### src/rtl/z80_io_pkg.sv
// Shared definitions for Z80 slave-side I/O ports: bus structs, register
// select encoding, status byte layout and the underrun fill byte.
package z80_io_pkg;

    // Bus structs shared with the output port and the address decoder.
    typedef struct packed {
        logic [15:0] addr;
        logic [7:0]  dmaster;
        logic        mreq_n;
        logic        iorq_n;
        logic        rd_n;
        logic        wr_n;
        logic        m1_n;
    } Z80MasterBus;

    typedef struct packed {
        logic [7:0] dslave;
        logic       mwait;
    } Z80SlaveBus;

    typedef enum logic {
        REG_DATA   = 1'b0,
        REG_STATUS = 1'b1
    } RegSelect;

    localparam int ST_NONEMPTY  = 0;
    localparam int ST_FULL      = 1;
    localparam int ST_UNDERRUN  = 2;
    localparam int ST_COUNT_LSB = 3;

    localparam int         COUNT_W       = 5;
    localparam logic [7:0] UNDERRUN_FILL = 8'h00;

    // Status byte: {count[4:0], underrun, full, nonempty}.
    function automatic logic [7:0] packStatus(
        input logic [COUNT_W-1:0] count,
        input logic               underrun,
        input logic               full,
        input logic               nonempty
    );
        logic [7:0] s;
        s                              = 8'h00;
        s[ST_COUNT_LSB +: COUNT_W]     = count;
        s[ST_UNDERRUN]                 = underrun;
        s[ST_FULL]                     = full;
        s[ST_NONEMPTY]                 = nonempty;
        return s;
    endfunction

endpackage

### src/rtl/sync_fifo.sv
// Single-clock FIFO with a combinational head output and a 5-bit occupancy
// count; push while full and pop while empty are silently dropped.
module sync_fifo
    import z80_io_pkg::*;
#(
    parameter int WIDTH = 8,
    parameter int DEPTH = 16
) (
    input  logic               clk,
    input  logic               rst,
    input  logic               push,
    input  logic               pop,
    input  logic [WIDTH-1:0]   wdata,
    output logic [WIDTH-1:0]   rdata,
    output logic [COUNT_W-1:0] count,
    output logic               full,
    output logic               empty
);

    localparam int PW = (DEPTH > 1) ? $clog2(DEPTH) : 1;

    logic [WIDTH-1:0]   mem_q [DEPTH];
    logic [PW-1:0]      rd_ptr_q;
    logic [PW-1:0]      rd_ptr_d;
    logic [PW-1:0]      wr_ptr_q;
    logic [PW-1:0]      wr_ptr_d;
    logic [COUNT_W-1:0] count_q;
    logic [COUNT_W-1:0] count_d;
    logic               doPush;
    logic               doPop;

    assign full   = (count_q == COUNT_W'(DEPTH));
    assign empty  = (count_q == '0);
    assign doPush = push & ~full;
    assign doPop  = pop & ~empty;
    assign rdata  = mem_q[rd_ptr_q];
    assign count  = count_q;

    always_comb begin
        rd_ptr_d = rd_ptr_q;
        wr_ptr_d = wr_ptr_q;
        count_d  = count_q;
        if (doPush) begin
            wr_ptr_d = wr_ptr_q + PW'(1);
        end
        if (doPop) begin
            rd_ptr_d = rd_ptr_q + PW'(1);
        end
        case ({doPush, doPop})
            2'b10:   count_d = count_q + COUNT_W'(1);
            2'b01:   count_d = count_q - COUNT_W'(1);
            default: count_d = count_q;
        endcase
    end

    always_ff @(posedge clk or posedge rst) begin
        if (rst) begin
            rd_ptr_q <= '0;
            wr_ptr_q <= '0;
            count_q  <= '0;
        end else begin
            rd_ptr_q <= rd_ptr_d;
            wr_ptr_q <= wr_ptr_d;
            count_q  <= count_d;
        end
    end

    // Storage needs no reset: an empty FIFO never exposes its contents.
    always_ff @(posedge clk) begin
        if (doPush) begin
            mem_q[wr_ptr_q] <= wdata;
        end
    end

endmodule

### src/rtl/iport.sv
// Z80 input port: a producer pushes bytes into a FIFO, the CPU pops them via
// the DATA register and polls occupancy/underrun via the STATUS register.
module iport
    import z80_io_pkg::*;
#(
    parameter int DEPTH = 16
) (
    input  logic        clk,
    input  logic        rst_n,
    input  logic        ena,
    input  logic        sel,
    input  Z80MasterBus ibus,
    output Z80SlaveBus  obus,
    input  logic        rx_valid,
    input  logic [7:0]  rx_data,
    output logic        rx_ready
);

    logic               ena_q;
    logic [7:0]         dslave_q;
    logic [7:0]         dslave_d;
    logic               underrun_q;
    logic               underrun_d;

    logic               access;
    logic               dataAccess;
    logic               statusAccess;
    logic               fifoPush;
    logic               fifoPop;
    logic [7:0]         fifoHead;
    logic [COUNT_W-1:0] fifoCount;
    logic               fifoFull;
    logic               fifoEmpty;
    logic [7:0]         statusByte;
    logic               ibus_unused;

    // Read-only port: the master bus carries nothing this block acts on.
    assign ibus_unused = ^ibus;

    assign access       = ena & ~ena_q;
    assign dataAccess   = access & (sel == REG_DATA);
    assign statusAccess = access & (sel == REG_STATUS);

    assign rx_ready = ~fifoFull;
    assign fifoPush = rx_valid & rx_ready;
    assign fifoPop  = dataAccess & ~fifoEmpty;

    sync_fifo #(
        .WIDTH (8),
        .DEPTH (DEPTH)
    ) u_fifo (
        .clk   (clk),
        .rst   (rst_n),
        .push  (fifoPush),
        .pop   (fifoPop),
        .wdata (rx_data),
        .rdata (fifoHead),
        .count (fifoCount),
        .full  (fifoFull),
        .empty (fifoEmpty)
    );

    // Status reflects registered occupancy, i.e. before any same-edge push.
    assign statusByte = packStatus(fifoCount, underrun_q, fifoFull, ~fifoEmpty);

    always_comb begin
        dslave_d   = dslave_q;
        underrun_d = underrun_q;
        if (dataAccess) begin
            if (fifoEmpty) begin
                dslave_d   = UNDERRUN_FILL;
                underrun_d = 1'b1;
            end else begin
                dslave_d   = fifoHead;
            end
        end else if (statusAccess) begin
            dslave_d   = statusByte;
            underrun_d = 1'b0;
        end
    end

    always_ff @(posedge clk or posedge rst_n) begin
        if (rst_n) begin
            ena_q      <= 1'b0;
            dslave_q   <= 8'h00;
            underrun_q <= 1'b0;
        end else begin
            ena_q      <= ena;
            dslave_q   <= dslave_d;
            underrun_q <= underrun_d;
        end
    end

    assign obus.dslave = dslave_q;
    assign obus.mwait  = 1'b1;

endmodule

### config.mk
export PLATFORM = sky130hd
export DESIGN_NAME = iport
export DESIGN_NICKNAME = d
export VERILOG_FILES = /design/src/rtl/z80_io_pkg.sv /design/src/rtl/sync_fifo.sv /design/src/rtl/iport.sv
export SDC_FILE = /design/constraint.sdc
export NUM_CORES = 1
export LEC_CHECK = 0
export CAP_MARGIN = 10
export CORE_MARGIN = 1
export CORE_UTILIZATION = 45
export CTS_CLUSTER_DIAMETER = 120
export DETAILED_ROUTE_END_ITERATION = 10
export GPL_TIMING_DRIVEN = 1
export HOLD_SLACK_MARGIN = 0.15
export PLACE_DENSITY = 0.71
export SYNTH_ARGS = -nofsm -noshare
export SYNTH_HDL_FRONTEND = slang
export SYNTH_SLANG_ARGS = --single-unit
### constraint.sdc
create_clock -name clk -period 3.4 [get_ports clk]
set_clock_uncertainty 0.2 [all_clocks]
set_input_delay 0.68 -clock clk [delete_from_list [all_inputs] [get_ports clk]]
set_output_delay 0.68 -clock clk [all_outputs]
set_load 0.1 [all_outputs]
==> results.json, run 1 <==
{
  "core_mm2": 0.01340,
  "hold_buffers": 0,
  "dieArea_mm2": 0.01434,
  "synth.cell_area_mm2": 0.006237,
  "clock_latency_ns": 0.41,
  "cts_buffers": 17,
  "critPathBufInv": 2,
  "numPortBuffers": 21,
  "cts_resized": 0,
  "areaGrowthSynthToFinish_pct": 16.23,
  "cp_top_family": "simple AND/OR/NAND/NOR gates",
  "crit_start": "u_fifo.count[1]",
  "overflow": 0,
  "initial_utilization_pct": 46.55,
  "post-place-ws_ns": 0.2879,
  "syn_inst": 350,
  "crit_path_max_incr_delay_ns": 0.50,
  "final_cell_mix": "edfxtp_1, buf_4, nor2_1",
  "clkSlewWorstSetupHoldPaths_ns": 0.06,
  "postCtsSetupBuffers": 0,
  "post_synth.cell_area_avg_um2": 17.82,
  "antenna_found_initial": 0,
  "crit_path_max_fanout": 9,
  "drt_pass1_iterations": 4,
  "drc": 0,
  "async_reset_ff_share_pct": 15.23,
  "antenna_cells": 0,
  "fin_nets": 444,
  "drv_slew": 0,
  "grt_max_degree": 30,
  "gp_congestion": 0.8719,
  "tritoncts": "yes",
  "status": "complete, no violations",
  "min_path_type": "reg -> reg",
  "synth_top_flop_cell": "edfxtp_1",
  "fin_crit_sh_pct": 84.19,
  "worstSetupPathType": "reg -> reg",
  "startpoint_type": "register",
  "powerDensity_mw_per_mm2": 850.8,
  "wl_per_cell_um": 19.94,
  "synth_edf_count": 128,
  "worstPathCellList": "nor4_4 -> nand2_2 -> and2_1 -> inv_1 -> ha_1 -> buf_4 -> ha_1 -> o211ai_1 -> a21oi_1 -> a31oi_1 -> nor2_1 -> xnor2_1",
  "synth_seq_cells": 151,
  "slew_headroom_pct": 38.71,
  "leakage_nw": 2.548,
  "layout-drive-gt1-share_pct": 20.49,
  "die_w_um": 119.7,
  "final_antenna_net_count": 0,
  "fin_ws_ns": 0.5376,
  "synth_nets": 401,
  "yosysSeqAreaShare_pct": 70.85,
  "fill_cells": 1057,
  "place_inst": 550,
  "tns_ns": 0,
  "io_pins": 52,
  "ys_types": 41,
  "ir_drop_uv": 485.4,
  "period_needed_ns": 2.862,
  "cts.sinks": 151,
  "slowest_stage": "dfrtp_1",
  "clockRootBuffer": "clkbuf_16",
  "maxCapViolations": 0,
  "vias": 3218,
  "drtIter0Drc": 258,
  "cp_common_cell": "ha_1",
  "fmax_mhz": 349.4,
  "rsz0062_at_grt": "no",
  "tightestPinTransition_ns": 0.9194,
  "cp_data_arrival_time_ns": 2.95,
  "grt_pass1_wl_mm": 18.04,
  "dp_hpwl_mm": 7.645,
  "layout_commonest_cell": "edfxtp_1",
  "drt_wl_total_mm": 11.58,
  "reg2reg_from": "u_fifo.count[1]",
  "clockBufferDepth": 2,
  "grt_pass1_vias": 3250,
  "setup_viol": 0,
  "hp-start": "dslave_q[2]",
  "end_kind": "register",
  "vias_per_cell": 5.539,
  "grt_use_total_pct": 17.65,
  "rows": 42,
  "h-tree-depth": 4,
  "yosys_warnings": 0,
  "cp.required_ns": 3.49,
  "die_height_um": 119.7,
  "hold_violations": 0,
  "layoutNonFillerInstCount": 581
}
[flip-flops by register name, indices dropped and copies added (netlist names)]
name	flops
underrun_q	1
u_fifo.rd_ptr_q	4
dslave_q	8
ena_q	1
u_fifo.wr_ptr_q	4
u_fifo.count	5
u_fifo.mem_q	128
[through the flow]
stage	hold slack, ns	util (%)	cell area, um2	total power [mW]
2_1_floorplan	0.2920	-	6240	3.980
3_3_place_gp	0.3118	49.92	6689	4.388
3_5_place_dp	0.3259	49.92	6689	4.436
4_1_cts	0.3422	54.10	7249	6.219
5_1_grt	0.3805	54.10	7249	6.443
6_report	0.3364	54.10	7249	6.168
[cells in the mapped netlist (5+ instances only)]
| cell type | number | area [um2] |
|---|---|---|
| a22oi_1 | 19 | 142.6 |
| nand2_1 | 16 | 60.06 |
| mux4_1 | 14 | 367.9 |
| a31oi_1 | 5 | 31.28 |
| edfxtp_1 | 128 | 3844 |
| nor2_1 | 24 | 90.09 |
| inv_1 | 8 | 30.03 |
| ha_1 | 9 | 112.6 |
| xnor2_1 | 8 | 70.07 |
| buf_2 | 11 | 55.05 |
| a21oi_1 | 10 | 50.05 |
| nor3_1 | 5 | 25.02 |
| dfrtp_1 | 23 | 575.6 |
| mux4_2 | 16 | 360.4 |
[cell families (layout without fill, tap and decap cells)]
family          count (synthesis)  after routing  synth area share [%]
compound gates                 45             45                 4.795
xor+xnor                       12             12                 1.685
fa+ha+maj                       9              9                 1.805
buf+inv                        30             85                 2.849
flops                         151            151                 70.85
mux                            36             36                 12.74
other cells                     1              1               0.06012
simple gates                   66             66                 5.216
[worst reg2reg max path, delay by kind of cell (launching register included)]
kind / cells / cell delay [ns]
adders and majority gates: 2 / 0.51
xor gates and xnor gates: 1 / 0.13
DFF: 1 / 0.50
and+or+nand+nor: 4 / 0.80
buffers and inverters: 2 / 0.26
AOI/OAI and AO/OA: 3 / 0.36
[cell type report]
| cell class | count | area (um2) | area share (%) |
|---|---|---|---|
| clock buffers | 19 | 432.9 | 5.972 |
| flip-flops and latches | 151 | 4420 | 60.98 |
| multi-input cells | 169 | 1643 | 22.66 |
| repair buffers | 46 | 375.4 | 5.178 |
| inverters | 8 | 30.03 | 0.4142 |
| clock inverters | 12 | 127.6 | 1.760 |
| well taps | 176 | 220.2 | 3.038 |
[metal layers]
metal | wire length, um | global-route usage, %
met5 | 0 | 0
met4 | 163 | 4.766
met3 | 813 | 6.559
met2 | 5893 | 28.83
met1 | 4714 | 22.15
[where the power goes]
part / leakage (nW) / internal [mW] / switching, mW
clock: 0.271 / 1.07 / 0.692
sequential: 1.43 / 2.28 / 0.364
combinational: 0.851 / 0.752 / 1.00
[worst paths after layout]
path / to / slack (ns) / depth (start not counted)
min in group asynchronous: dslave_q[0] / 0.55 / 2
worst max-delay path: u_fifo.count[4] / 0.54 / 12
max in group asynchronous: u_fifo.rd_ptr_q[0] / 1.86 / 2
worst max register to register: u_fifo.count[4] / 0.54 / 12
worst min-delay path: dslave_q[2] / 0.34 / 2
worst min register to register: dslave_q[2] / 0.34 / 2
Note: power is estimated with default switching activity, not from simulation.
==> run 2: changes to the inputs <==
- clock period: 3.4 -> 2.9 ns (I/O delays scaled with it)
==> run 2 against run 1 <==
Against the previous run:
- total power increased by 20%
- sequential share of layout area down 0.84 points
- largest cell class unchanged
- setup slack worse by 0.39 ns
- clock-buffer cell count fell by 1
- combinational power rose by 34%
- largest power group unchanged
- routed wire length is 2.8% higher
- sequential cell count unchanged
- sequential power increased by 11%
- critical path type unchanged
==> results.json, run 2 (synthesized netlist as in run 1, its figures left out) <==
{
  "status": "complete, no violations",
  "dp_hpwl_mm": 7.758,
  "tns_ns": 0,
  "grt_pass1_wl_mm": 18.82,
  "crit_path_max_fanout": 4,
  "clock_latency_ns": 0.42,
  "gp_congestion": 0.8399,
  "rsz0062_at_grt": "no",
  "slew_headroom_pct": 59.88,
  "clockRootBuffer": "clkbuf_16",
  "cts_buffers": 17,
  "areaGrowthSynthToFinish_pct": 17.89,
  "tritoncts": "yes",
  "initial_utilization_pct": 46.55,
  "drt_pass1_iterations": 5,
  "total_power_mw": 7.383,
  "powerDensity_mw_per_mm2": 1004,
  "clockBufferDepth": 2,
  "wl_per_cell_um": 20.32,
  "drc": 0,
  "worstSetupPathType": "reg -> reg",
  "grt_use_total_pct": 18.50,
  "final_cell_mix": "edfxtp_1, buf_4, nor2_1",
  "vias": 3297,
  "antenna_cells": 0,
  "regMostFlops": "u_fifo.mem_q",
  "leakage_nw": 2.594,
  "drv_slew": 0,
  "antenna_found_initial": 1,
  "largest_reg_flops": 128,
  "overflow": 0,
  "numPortBuffers": 21,
  "die_w_um": 119.7,
  "die_height_um": 119.7,
  "clkSlewWorstSetupHoldPaths_ns": 0.06,
  "postLayoutCellArea_mm2": 0.007353,
  "multi_input_area_mm2": 0.001665,
  "dpl_cell_area_mm2": 0.006783,
  "drtIter0Drc": 374,
  "postCtsSetupBuffers": 0,
  "min_path_type": "in -> async",
  "maxCapViolations": 0,
  "rows": 42,
  "end_kind": "register",
  "fmax_mhz": 363.7,
  "grt_max_degree": 38,
  "tightestPinTransition_ns": 0.6000,
  "cts_resized": 0,
  "io_pins": 52,
  "vias_per_cell": 5.626,
  "drt_wl_total_mm": 11.91,
  "hold_violations": 0,
  "regArea_mm2": 0.004422,
  "fill_cells": 1026,
  "period_needed_ns": 2.750,
  "cp.required_ns": 3.04,
  "startpoint_type": "register",
  "ir_drop_uv": 772.6,
  "dieArea_mm2": 0.01434,
  "fin_crit_sh_pct": 94.82,
  "core_mm2": 0.01340,
  "hold_buffers": 0,
  "cp_data_arrival_time_ns": 2.89,
  "cts.sinks": 151,
  "grt_pass1_vias": 3360,
  "setup_viol": 0,
  "fin_nets": 448,
  "layout-drive-gt1-share_pct": 23.66,
  "h-tree-depth": 4,
  "final_antenna_net_count": 0,
  "layout_commonest_cell": "edfxtp_1"
}
[run 2: final cells by class]
class	count	area share (%)
Timing Repair Buffer	50	6.023
Clock inverter	14	1.923
Tap cell	176	2.995
Inverter	8	0.4424
Sequential cell	151	60.13
Multi-Input combinational cell	169	22.65
Clock buffer	18	5.836
[run 2: routing by layer]
| layer | wire, um | global-route usage, % |
|---|---|---|
| met1 | 5010 | 23.69 |
| met2 | 5912 | 29.80 |
| met3 | 822 | 6.321 |
| met4 | 165 | 5.703 |
| met5 | 0 | 0 |
[run 2: critical path, cell delays in order (launching register included)]
cell	delay (ns)
dfrtp_1	0.44
nor4_4	0.45
a21oi_2	0.12
and2_1	0.19
ha_4	0.18
xor2_1	0.14
ha_2	0.19
nor2b_1	0.13
o21ai_0	0.19
a31oi_1	0.15
nor2_1	0.15
xnor2_1	0.13
[run 2: power breakdown]
| group | internal, mW | total (mW) | switching [mW] |
|---|---|---|---|
| logic | 0.962 | 2.34 | 1.37 |
| clock network | 1.20 | 2.10 | 0.895 |
| registers | 2.68 | 2.95 | 0.266 |
| total | 4.85 | 7.38 | 2.53 |
[run 2: through the flow]
step / utilization (%) / worst slack (ns) / hold WS, ns / cells
4_1_cts: 54.87 / 0.1227 / 0.2228 / 586
5_1_grt: 54.87 / 0.005788 / 0.2567 / 586
3_5_place_dp: 50.62 / -0.05795 / 0.3211 / 554
3_3_place_gp: 50.62 / -0.03664 / 0.3093 / 554
6_report: 54.87 / 0.1501 / 0.2225 / 586
2_1_floorplan: - / 0.008696 / 0.2920 / 350
[run 2: final timing paths]
check | start | to | slack [ns] | cells past startpoint
setup / recovery | u_fifo.count[3] | u_fifo.count[4] | 0.15 | 11
hold / removal | rst_n | dslave_q[2] | 0.22 | 2
setup reg to reg | u_fifo.count[3] | u_fifo.count[4] | 0.15 | 11
hold reg to reg | dslave_q[2] | dslave_q[2] | 0.33 | 2
max in group asynchronous | rst_n | u_fifo.count[0] | 1.75 | 3
min in group clk | dslave_q[2] | dslave_q[2] | 0.33 | 2
==> run 3: changes to the inputs <==
- PLACE_DENSITY: 0.71 -> not set
- SYNTH_HIERARCHICAL: not set -> 1
==> run 3 against run 2 <==
Against the previous run:
- maximum frequency decreased by 1.9%
- critical endpoint is now u_fifo/count[4]
- routed wire length up 6.9%
- setup slack got worse by 0.054 ns
- cell count is 8.0% higher
- highest routed layer unchanged
- critical path type unchanged
- clock power grew 9.5%
- non-clock buffer count rose by 15
- clock-buffer cell count fell by 1
==> results.json, run 3 <==
{
  "status": "complete, no violations",
  "io_pins": 52,
  "synth_nets": 434,
  "async_reset_ff_share_pct": 15.23,
  "dpl_cell_area_mm2": 0.006875,
  "initial_utilization_pct": 46.89,
  "post_synth.cell_area_avg_um2": 16.51,
  "clockRootBuffer": "clkbuf_16",
  "drt_pass1_iterations": 4,
  "tns_ns": 0,
  "tightestPinTransition_ns": 0.6657,
  "final_cell_mix": "edfxtp_1, buf_4, nor2_1, mux2i_1, dfrtp_1",
  "startpoint_type": "register",
  "yosys_warnings": 6,
  "synth_commonest_cells": "edfxtp_1, mux2i_1, nor2_1",
  "synth_most_common_cell": "edfxtp_1",
  "synth_top_area_share_pct": 60.93,
  "antenna_cells": 0,
  "drt_wl_total_mm": 12.73,
  "cts_buffers": 17,
  "hold_buffers": 0,
  "drc": 0,
  "drv_slew": 0,
  "grt_pass1_vias": 3342,
  "fin_crit_sh_pct": 96.69,
  "period_needed_ns": 2.804,
  "overflow": 0,
  "fill_cells": 1075,
  "synth.cell_area_mm2": 0.006309,
  "post-place-ws_ns": -0.3349,
  "worstSetupPathType": "reg -> reg",
  "crit_path_max_fanout": 3,
  "dieArea_mm2": 0.01450,
  "final_antenna_net_count": 0,
  "holdWs_ns": 0.2665,
  "vias_per_cell": 5.376,
  "powerDensity_mw_per_mm2": 1033,
  "areaGrowthSynthToFinish_pct": 20.37,
  "hold_violations": 0,
  "fin_nets": 496,
  "cts.sinks": 151,
  "numPortBuffers": 21,
  "h-tree-depth": 4,
  "grt_pass1_wl_mm": 19.64,
  "synth_seq_cells": 151,
  "ys_types": 40,
  "rsz0062_at_grt": "yes",
  "yosysTopAreaCell": "edfxtp_1",
  "regMostFlops": "u_fifo/mem_q",
  "cp_data_arrival_time_ns": 2.91,
  "layout_commonest_cell": "edfxtp_1",
  "dp_hpwl_mm": 8.469,
  "crit_path_max_incr_delay_ns": 0.40,
  "ir_drop_uv": 446.1,
  "synth.top_cells.by_area": "edfxtp_1, dfrtp_1, mux4_2",
  "cp_common_cell": "inv_2",
  "drtIter0Drc": 275,
  "synth_edf_count": 128,
  "tritoncts": "yes",
  "clock_latency_ns": 0.42,
  "antenna_found_initial": 0,
  "wl_per_cell_um": 20.12,
  "fin_ws_ns": 0.09597,
  "grt_use_total_pct": 19.32,
  "grt_max_degree": 20,
  "worstPathCellList": "nor4_4 -> nand2_2 -> inv_2 -> nor2b_1 -> and2_4 -> inv_2 -> ha_4 -> inv_4 -> fa_2 -> nor2b_2 -> o21ai_2 -> nand3_1 -> or3b_1 -> xnor2_1",
  "end_kind": "register",
  "clockBufferDepth": 2,
  "layout-drive-gt1-share_pct": 29.10,
  "core_mm2": 0.01345,
  "synth_top_flop_cell": "edfxtp_1",
  "vias": 3403,
  "yosysSeqAreaShare_pct": 70.05,
  "cp.required_ns": 3.00,
  "slew_headroom_pct": 55.62,
  "fin_util_pct": 56.45,
  "postLayoutCellArea_mm2": 0.007594,
  "fmax_mhz": 356.6,
  "setup_viol": 0,
  "leakage_nw": 2.731,
  "rows": 42,
  "die_height_um": 120.4,
  "largest_reg_flops": 128,
  "die_w_um": 120.4,
  "slowest_stage": "dfrtp_1",
  "syn_inst": 382,
  "clkSlewWorstSetupHoldPaths_ns": 0.06,
  "min_path_type": "in -> async",
  "maxCapViolations": 0,
  "gp_congestion": 0.8002
}
==> run 3: changes by cell type after synthesis, sizes merged, moves of 3 or more <==
cell,previous run,this run
nor2,24,27
a221oi,0,14
a31oi,5,0
nand2,17,20
o21ai,4,20
mux4,30,16
a21oi,11,14
mux2i,4,25
inv,8,11
mux2,2,9
a22oi,19,8
==> run 3: kinds of logic (layout without fill, tap and decap cells) <==
family                   after synthesis  in the layout  synth area share, %
flip-flops                           151            151                70.05
XOR/XNOR                              10             10                1.388
adder cells (fa/ha/maj)               10             10                2.102
AO/OA/AOI/OAI                         58             58                6.506
other                                  1              1              0.05944
AND/OR/NAND/NOR                       69             69                5.216
buffers and inverters                 33            108                3.332
multiplexers                          50             50                11.34
==> run 3: area by class of cell <==
cell class	count	area [um2]	share of cell area, %
clock buffers	17	425.4	5.602
clock inverters	15	201.4	2.653
inverters	11	43.79	0.5767
multi-input cells	198	1748	23.02
flip-flops and latches	151	4420	58.21
well taps	176	220.2	2.900
repair buffers	65	534.3	7.036
==> run 3: where the power goes <==
| group | leakage, nW | internal [mW] | switching (mW) |
|---|---|---|---|
| combinational | 1.01 | 1.06 | 1.56 |
| clock | 0.292 | 1.44 | 0.861 |
| sequential | 1.43 | 2.69 | 0.241 |
| total | 2.73 | 5.19 | 2.66 |
==> run 3: metrics by stage <==
step / total power, mW / cells
after floorplan: 4.759 / 382
after global placement: 5.504 / 598
after detailed placement: 5.543 / 598
after CTS: 7.872 / 630
after global routing: 8.227 / 633
final: 7.848 / 633
==> run 3: worst max-delay path: cells and delay by family (launching register included) <==
kind / cells / cell delay (ns)
compound gates: 1 / 0.07
fa+ha+maj: 2 / 0.55
xor+xnor: 1 / 0.13
flops: 1 / 0.40
simple gates: 7 / 1.15
buf+inv: 3 / 0.16
==> run 3: timing repair <==
item	CTS	global route
resized for setup	1	13
setup endpoints to repair	1	1
setup buffers	0	3
pin swaps	0	9
==> run 3: worst paths after layout <==
kind	startpoint	to	slack, ns	cells after the start
setup / recovery	u_fifo/count[0]	u_fifo/count[4]	0.1	14
hold / removal	rst_n	ena_q	0.27	2
setup reg to reg	u_fifo/count[0]	u_fifo/count[4]	0.1	14
hold reg to reg	dslave_q[0]	dslave_q[0]	0.30	2
max in group asynchronous	rst_n	u_fifo/rd_ptr_q[0]	1.75	2
min in group clk	dslave_q[0]	dslave_q[0]	0.30	2
==> run 3: layer usage <==
layer  global-route usage [%]  share of wire [%]
met1                    26.15                 46
met2                    29.06                 47
met3                    5.047                4.1
met4                    9.491                2.6
met5                        0                  0
